**config.mk**
```make
export PLATFORM = sky130hd
export DESIGN_NAME = serial_fa_sequencer
export DESIGN_NICKNAME = d
export VERILOG_FILES = /design/src/rtl/serial_fa_sequencer_pkg.sv /design/src/rtl/serial_fa_shreg.sv /design/src/rtl/serial_fa_sequencer.sv
export SDC_FILE = /design/constraint.sdc
export NUM_CORES = 1
export LEC_CHECK = 0
export ABC_AREA = 1
export CAP_MARGIN = 15
export CORE_UTILIZATION = 35
export DETAILED_ROUTE_END_ITERATION = 12
export GPL_ROUTABILITY_DRIVEN = 0
export PLACE_DENSITY = 0.59
export SYNTH_ARGS = -nofsm -noshare
export SYNTH_HDL_FRONTEND = slang
export SYNTH_HIERARCHICAL = 1
export SYNTH_SLANG_ARGS = --single-unit
export TNS_END_PERCENT = 30
```
**constraint.sdc**
```tcl
create_clock -name clk -period 2.1 [get_ports clk]
set_input_delay 0.315 -clock clk [delete_from_list [all_inputs] [get_ports clk]]
set_output_delay 0.315 -clock clk [all_outputs]
set_load 0.03 [all_outputs]
```
**src/rtl/serial_fa_sequencer_pkg.sv**
```systemverilog
// Shared definitions for the bit-serial full-adder sequencer: FSM state encodings
// and a counter-width helper.
// Latency: n/a (definitions only). Backpressure: n/a.
package serial_fa_sequencer_pkg;

    localparam int STATE_W = 2;

    typedef enum logic [STATE_W-1:0] {
        ST_IDLE  = 2'd0,
        ST_DRIVE = 2'd1,
        ST_DONE  = 2'd2
    } state_t;

    // Width of a counter that must hold 0..n-1; never narrower than one bit.
    function automatic int cnt_w(input int n);
        return (n > 1) ? $clog2(n) : 1;
    endfunction

endpackage

```
**src/rtl/serial_fa_shreg.sv**
```systemverilog
// Operand/result right-shift registers for the serial adder (a, b in; sum out).
// Latency: load and shift take effect on the next rising edge. Backpressure: none, enables only.
// Ports: load_i/op_a_i/op_b_i load operands; shift_i/sum_bit_i shift one bit; *_q current, *_d next.
module serial_fa_shreg #(
    parameter int WIDTH = 4
) (
    input  logic             clk,
    input  logic             rst_n,
    input  logic             load_i,
    input  logic             shift_i,
    input  logic [WIDTH-1:0] op_a_i,
    input  logic [WIDTH-1:0] op_b_i,
    input  logic             sum_bit_i,
    output logic [WIDTH-1:0] a_d_o,
    output logic [WIDTH-1:0] b_d_o,
    output logic [WIDTH-1:0] s_d_o,
    output logic [WIDTH-1:0] s_q_o
);

    logic [WIDTH-1:0] a_q, b_q, s_q;
    logic [WIDTH-1:0] a_d, b_d, s_d;
    logic [WIDTH:0]   s_cat;

    // New sum bit enters at the MSB; after WIDTH shifts bit 0 sits at the LSB.
    assign s_cat = {sum_bit_i, s_q} >> 1;

    always_comb begin
        a_d = a_q;
        b_d = b_q;
        s_d = s_q;
        if (load_i) begin
            a_d = op_a_i;
            b_d = op_b_i;
            s_d = '0;
        end else if (shift_i) begin
            a_d = a_q >> 1;
            b_d = b_q >> 1;
            s_d = s_cat[WIDTH-1:0];
        end
    end

    always_ff @(posedge clk or negedge rst_n) begin
        if (!rst_n) begin
            a_q <= '0;
            b_q <= '0;
            s_q <= '0;
        end else begin
            a_q <= a_d;
            b_q <= b_d;
            s_q <= s_d;
        end
    end

    assign a_d_o = a_d;
    assign b_d_o = b_d;
    assign s_d_o = s_d;
    assign s_q_o = s_q;

endmodule

```
**src/rtl/serial_fa_sequencer.sv**
```systemverilog
// Bit-serial adder controller time-sharing one external full-adder cell over WIDTH bits.
// Latency: done pulses WIDTH*SETTLE_CYCLES edges after the accepting edge.
// Backpressure: start accepted only while ready=1; requests while busy are dropped, not queued.
// Ports: start/abort/op_a/op_b/cin request side; ready/done/sum/cout result side;
//        fa_a/fa_b/fa_cin drive the shared cell, fa_sum/fa_cout are sampled back from it.
module serial_fa_sequencer
    import serial_fa_sequencer_pkg::*;
#(
    parameter int WIDTH         = 4,
    parameter int SETTLE_CYCLES = 2
) (
    input  logic             clk,
    input  logic             rst_n,
    input  logic             start,
    input  logic             abort,
    input  logic [WIDTH-1:0] op_a,
    input  logic [WIDTH-1:0] op_b,
    input  logic             cin,
    output logic             ready,
    output logic             done,
    output logic [WIDTH-1:0] sum,
    output logic             cout,
    output logic             fa_a,
    output logic             fa_b,
    output logic             fa_cin,
    input  logic             fa_sum,
    input  logic             fa_cout
);

    localparam int IDX_W = cnt_w(WIDTH);
    localparam int SET_W = cnt_w(SETTLE_CYCLES);
    localparam logic [IDX_W-1:0] LAST_BIT    = IDX_W'(WIDTH - 1);
    localparam logic [SET_W-1:0] LAST_SETTLE = SET_W'(SETTLE_CYCLES - 1);

    state_t           state_q;
    logic [IDX_W-1:0] bit_idx_q;
    logic [SET_W-1:0] settle_cnt_q;
    logic             carry_q;
    logic             ready_q, done_q, cout_q;
    logic             fa_a_q, fa_b_q, fa_cin_q;
    logic [WIDTH-1:0] sum_q;

    logic             load_en, sample_en;
    logic [WIDTH-1:0] a_d, b_d, s_d, s_q;

    // Abort takes priority over a sample falling on the same edge.
    assign load_en   = (state_q == ST_IDLE) && start;
    assign sample_en = (state_q == ST_DRIVE) && !abort && (settle_cnt_q == LAST_SETTLE);

    serial_fa_shreg #(.WIDTH(WIDTH)) u_shreg (
        .clk       (clk),
        .rst_n     (rst_n),
        .load_i    (load_en),
        .shift_i   (sample_en),
        .op_a_i    (op_a),
        .op_b_i    (op_b),
        .sum_bit_i (fa_sum),
        .a_d_o     (a_d),
        .b_d_o     (b_d),
        .s_d_o     (s_d),
        .s_q_o     (s_q)
    );

    always_ff @(posedge clk or negedge rst_n) begin
        if (!rst_n) begin
            state_q      <= ST_IDLE;
            bit_idx_q    <= '0;
            settle_cnt_q <= '0;
            carry_q      <= 1'b0;
            ready_q      <= 1'b1;
            done_q       <= 1'b0;
            sum_q        <= '0;
            cout_q       <= 1'b0;
            fa_a_q       <= 1'b0;
            fa_b_q       <= 1'b0;
            fa_cin_q     <= 1'b0;
        end else begin
            case (state_q)
                ST_IDLE: begin
                    if (start) begin
                        state_q      <= ST_DRIVE;
                        ready_q      <= 1'b0;
                        carry_q      <= cin;
                        bit_idx_q    <= '0;
                        settle_cnt_q <= '0;
                        // Bit 0 goes onto the cell on the accept edge so it
                        // gets the full settle window.
                        fa_a_q       <= a_d[0];
                        fa_b_q       <= b_d[0];
                        fa_cin_q     <= cin;
                    end
                end
                ST_DRIVE: begin
                    if (abort) begin
                        state_q  <= ST_IDLE;
                        ready_q  <= 1'b1;
                        fa_a_q   <= 1'b0;
                        fa_b_q   <= 1'b0;
                        fa_cin_q <= 1'b0;
                    end else if (sample_en) begin
                        settle_cnt_q <= '0;
                        carry_q      <= fa_cout;
                        if (bit_idx_q == LAST_BIT) begin
                            state_q  <= ST_DONE;
                            done_q   <= 1'b1;
                            sum_q    <= s_d;
                            cout_q   <= fa_cout;
                            fa_a_q   <= 1'b0;
                            fa_b_q   <= 1'b0;
                            fa_cin_q <= 1'b0;
                        end else begin
                            bit_idx_q <= bit_idx_q + 1'b1;
                            // Next operand bits come from the post-shift value.
                            fa_a_q    <= a_d[0];
                            fa_b_q    <= b_d[0];
                            fa_cin_q  <= fa_cout;
                        end
                    end else begin
                        settle_cnt_q <= settle_cnt_q + 1'b1;
                    end
                end
                ST_DONE: begin
                    state_q <= ST_IDLE;
                    done_q  <= 1'b0;
                    ready_q <= 1'b1;
                end
                default: begin
                    state_q <= ST_IDLE;
                    done_q  <= 1'b0;
                    ready_q <= 1'b1;
                end
            endcase
        end
    end

    assign ready  = ready_q;
    assign done   = done_q;
    assign sum    = sum_q;
    assign cout   = cout_q;
    assign fa_a   = fa_a_q;
    assign fa_b   = fa_b_q;
    assign fa_cin = fa_cin_q;

endmodule

```
==> results of run 1 <==
## synth_stat cells
| master | n | area, um2 |
|---|---|---|
| nand2_1 | 64 | 240.2 |
| dfrtp_1 | 26 | 650.6 |
| inv_1 | 17 | 63.81 |
| nand3_1 | 15 | 75.07 |
| nor2_1 | 11 | 41.29 |
| o21ai_2 | 3 | 26.28 |
| a21oi_1 | 2 | 10.01 |
| buf_4 | 2 | 15.01 |
| buf_6 | 2 | 22.52 |
| inv_2 | 2 | 7.510 |
| nand3b_1 | 2 | 15.01 |
| nor2_2 | 2 | 12.51 |
| nor2_4 | 2 | 22.52 |
| o211ai_1 | 2 | 15.01 |
| o21ai_0 | 2 | 10.01 |
| a31oi_1 | 1 | 6.260 |
| dfstp_2 | 1 | 26.28 |
| ha_1 | 1 | 12.51 |
| nand2_2 | 1 | 6.260 |
| nand2_4 | 1 | 11.26 |
| nor3_4 | 1 | 16.27 |
## layout make-up
class,instances,share of cell area
multi-input combinational,110,0.3171
timing repair buffer,28,0.1646
sequential,27,0.4123
clock buffer,4,0.02744
inverter,19,0.04345
tap,46,0.03506
## sequential cells by signal, summed over array words and instances, names as in the netlist
signal	flops
ready	1
state_q	2
u_shreg/s_q_o	4
sum	4
cout	1
bit_idx_q	2
u_shreg/a_q	4
done	1
fa_cin	1
settle_cnt_q	1
fa_b	1
fa_a	1
u_shreg/b_q	4
## path summary, 6_finish.rpt
check / to / slack, ns / cells past startpoint
worst max-delay path: ready / 0.32 / 1
worst min-delay path: u_shreg/s_q_o[3] / 0.42 / 2
worst max register to register: fa_b / 0.45 / 10
worst min register to register: bit_idx_q[1] / 0.48 / 2
max in group asynchronous: ready / 1.39 / 2
min in group clk: bit_idx_q[1] / 0.48 / 2
## power by group
group	internal [W]	switching (W)	total (W)
combinational	0.000339	0.000550	0.000889
sequential	0.000715	0.0000921	0.000807
clock	0.000136	0.000155	0.000291
## routing by layer
| layer | part of all wire | global-route usage |
|---|---|---|
| met5 | 0 | 0 |
| met4 | 0.013 | 0.06105 |
| met3 | 0.038 | 0.02355 |
| met2 | 0.47 | 0.2392 |
| met1 | 0.48 | 0.2044 |
## metrics by stage
stage               instance area, um2  hold slack, ns  setup WS, ns
floorplan                         1306         0.01941        0.6051
global placement                  1597          0.4605        0.2897
detailed placement                1597          0.4648        0.2586
CTS                               1642          0.4250        0.3106
global route                      1642          0.4538        0.2813
finish                            1642          0.4150        0.3208
## placed cells by master, fill, tap and decap left out
master	count
nand2_4	1
buf_4	4
dfrtp_1	26
o21ai_2	3
o21ai_0	2
inv_1	17
clkbuf_8	3
ha_1	1
dfstp_2	1
nand2_2	1
nor2_2	2
a31oi_1	1
nand3_1	15
inv_2	2
nor2_1	11
nor3_4	1
clkdlybuf4s50_1	24
a21oi_1	2
nand2_1	64
o211ai_1	2
nand3b_1	2
clkbuf_1	1
nor2_4	2
## logic make-up after synthesis
kind of cell	Yosys count	share of synthesized area
AO/OA/AOI/OAI	10	0.05173
flip-flops	27	0.5182
buffers and inverters	23	0.08333
AND/OR/NAND/NOR	99	0.3372
adder cells (fa/ha/maj)	1	0.009577
==> flow_summary.ini, run 1 <==
[floorplan]
rows = 21
num_io_pins = 25
initial_core_util = 0.3795
die_x_um = 63.09
dieArea_um2 = 3980
die_h_um = 63.09
core_area_um2 = 3442

[timing]
setup_tns_ns = 0
setup_viol = 0
report.final.slew_viol_count = 0
finClkSkew_ns = 0.002598
maxSlewHeadroom = 0.7530
finalCriticalPeriod_ns = 1.779
fmax_ghz = 0.5621
hold_viol = 0
tightest_slew_ns = 0.3667
rsz0062_at_grt = false
finalCritPeriodShare = 0.8472

[placed_design]
dp_hpwl_um = 1914
dp.cells = 230
io_buffers = 24

[worst_setup_path]
cp-startpoint = ready
crit_chain = clkdlybuf4s50_1
cp_slowest_stage_delay_ns = 0.66
crit_arrival_ns = 1.46
crit_path_top_delay_cell = clkdlybuf4s50_1
worstPathRequired_ns = 1.78
r2r-start = state_q[1]
worstSetupPathType = reg -> out
cp-start-kind = flip-flop
crit_family = buffers and inverters
crit_buf_inv = 1
worstPathMaxFanout = 2
cp-end-kind = primary output

[clocking]
numCtsBuffers = 3
cts_hold_buf = 0
clkTransAtPathRegs_ns = 0.09
ctsResizeCount = 0
clock_sinks = 27
clk_path_buf_depth = 2
post_cts_buffers = 0
cts_tree = yes
cts-root-buf = clkbuf_8
cts_max_level = 1
clk_latency_ns = 0.27

[finish]
fin_util = 0.4769
nNetsFinal = 205
syn2layout_area_growth_pct = 25.67
nFillCells = 354
fin_cells = 234
multi_input_area_um2 = 520.5
drive_above_1_share = 0.1064
ff_latch_area_um2 = 676.9
diodes = 0

[global_route]
grt_pass1_wl_um = 4740
grt_overflow = 0
grt_pass1_vias = 1075
antenna_found_initial = 0
gr-usage-all-layers = 0.1509
grt_max_degree = 28

[power_and_ir_drop]
powerDensity_nw_per_um2 = 1211
power_leakage_nw = 0.8533
power.total_w = 0.001988
ir_worst_vdd_mv = 0.3979

[route]
avgRoutedWirePerCell_um = 11.27
ant_nets = 0
num_vias = 1080
wl_um = 2638
post-route-drc-count = 0
viasPerCell = 4.615
drtPass1Iterations = 4
drtIter0Drc = 71

[logic_synthesis]
netlist_area_um2 = 1306
yosysWarnings = 6
ys_seq_area_frac = 0.5182
syn_inst = 160
syn_area_per_cell_um2 = 8.164
syn_nets = 176
synth_cell_types = 21
ys_seq_elements = 27

[outcome]
outcome = complete, no violations

[worst_hold_path]
min_path_type = in -> async

[job]
cap_violations = 0
(Power assumes the default switching activity.)
==> inputs of run 2 (changes only) <==
clock period = 1.7 ns   (was 2.1 ns; I/O delays follow)
==> flow_summary.ini, run 2 (same netlist as run 1, synthesis figures left out) <==
[worst_setup_path]
rr_worst_depth = 10
r2r_end = fa_a
cp_slowest_stage_delay_ns = 0.67
worstPathMaxFanout = 2
r2r_slack_ns = 0.22
crit_family = buffers and inverters
worstPathRequired_ns = 1.44
crit_path_top_delay_cell = clkdlybuf4s50_1
crit_buf_inv = 1
crit_arrival_ns = 1.30
cp-end-kind = primary output
crit_chain = clkdlybuf4s50_1
r2r-start = state_q[1]
cp-start-kind = flip-flop
worstSetupPathType = reg -> out

[route]
avgRoutedWirePerCell_um = 11.08
drtPass1Iterations = 4
wl_um = 2671
num_vias = 1097
drtIter0Drc = 45
post-route-drc-count = 0
viasPerCell = 4.552
ant_nets = 0

[placed_design]
dpl-instance-area_um2 = 1634
io_buffers = 24
dp.cells = 235
dp_hpwl_um = 1976

[finish]
nFillCells = 329
post-route-cell-area_um2 = 1694
drive_above_1_share = 0.1436
layout.cells.most_common = nand2_1
multi_input_area_um2 = 520.5
nNetsFinal = 212
final_cell_mix = nand2_1, dfrtp_1, clkdlybuf4s50_1
diodes = 0
ff_latch_area_um2 = 678.2
fin_cells = 241
fin_util = 0.4922
syn2layout_area_growth_pct = 29.69

[timing]
setup_viol = 0
finClkSkew_ns = 0.006697
tightest_slew_ns = 0.3290
rsz0062_at_grt = false
report.final.slew_viol_count = 0
fmax_ghz = 0.6418
finalCritPeriodShare = 0.9166
maxSlewHeadroom = 0.7783
setup_tns_ns = 0
finalCriticalPeriod_ns = 1.558
hold_viol = 0

[clocking]
clock_sinks = 27
clkTransAtPathRegs_ns = 0.09
cts_max_level = 1
clk_latency_ns = 0.27
numCtsBuffers = 3
clk_path_buf_depth = 2
cts_hold_buf = 0
cts_tree = yes
cts-root-buf = clkbuf_8

[power_and_ir_drop]
power_leakage_nw = 0.8844
power.total_w = 0.002529
powerDensity_nw_per_um2 = 1493
ir_worst_vdd_mv = 0.4471

[floorplan]
rows = 21
core_area_um2 = 3442
die_h_um = 63.09
initial_core_util = 0.3795
dieArea_um2 = 3980
num_io_pins = 25
die_x_um = 63.09

[global_route]
grt_pass1_wl_um = 4657
antenna_found_initial = 0
grt_pass1_vias = 1086
grt_overflow = 0
grt_max_degree = 28
gr-usage-all-layers = 0.1472

[outcome]
outcome = complete, no violations

[worst_hold_path]
min_path_type = in -> async

[job]
cap_violations = 0
[run 2: cell count changes in the layout (fill, tap and decap cells not counted), sizes merged]
cell / delta
buf: +7
clkdlybuf4s50: -1
dlygate4sd2: +1
[run 2: how the worst max path moves through the flow]
stage                     startpoint     end  slack [ns]  depth (start not counted)
after floorplan           state_q[1]    fa_a        0.21                         12
after global placement         abort  sum[1]        0.06                          9
after detailed placement       abort    fa_b        0.04                         12
after CTS                     fa_cin  fa_cin        0.13                          1
after global routing      state_q[1]    fa_b       0.007                         10
final                         sum[1]  sum[1]        0.14                          1
[run 2: metal layers]
metal,track usage,up-vias,wire (um)
met3,0.01812,4,138
met1,0.1899,504,1271
met2,0.2433,26,1220
met5,0,-,0
li1,-,563,-
met4,0.06977,0,41
[run 2: report_power, final]
group          leakage (nW)  internal, W  switching [W]
Clock                0.0228     0.000168       0.000196
Combinational         0.516     0.000477       0.000694
Sequential            0.346     0.000884       0.000111
[run 2: cell type report]
type	count	share of cell area
Multi-Input combinational cell	110	0.3072
Inverter	19	0.04210
Sequential cell	27	0.4003
Clock buffer	4	0.02659
Tap cell	46	0.03397
Timing Repair Buffer	35	0.1898
[run 2: per-stage QoR]
step / worst slack, ns / hold slack [ns]
floorplan: 0.2051 / -0.04059
global placement: 0.06025 / 0.4593
detailed placement: 0.03501 / 0.4641
CTS: 0.1271 / 0.3554
global route: 0.006716 / 0.3864
finish: 0.1418 / 0.3386
[run 2: what timing repair did]
item,in CTS,in global routing
endpoints found under the hold margin,0,0
pin swaps,0,1
setup endpoints to repair,1,1
gates resized for setup,1,1
setup buffers,0,2
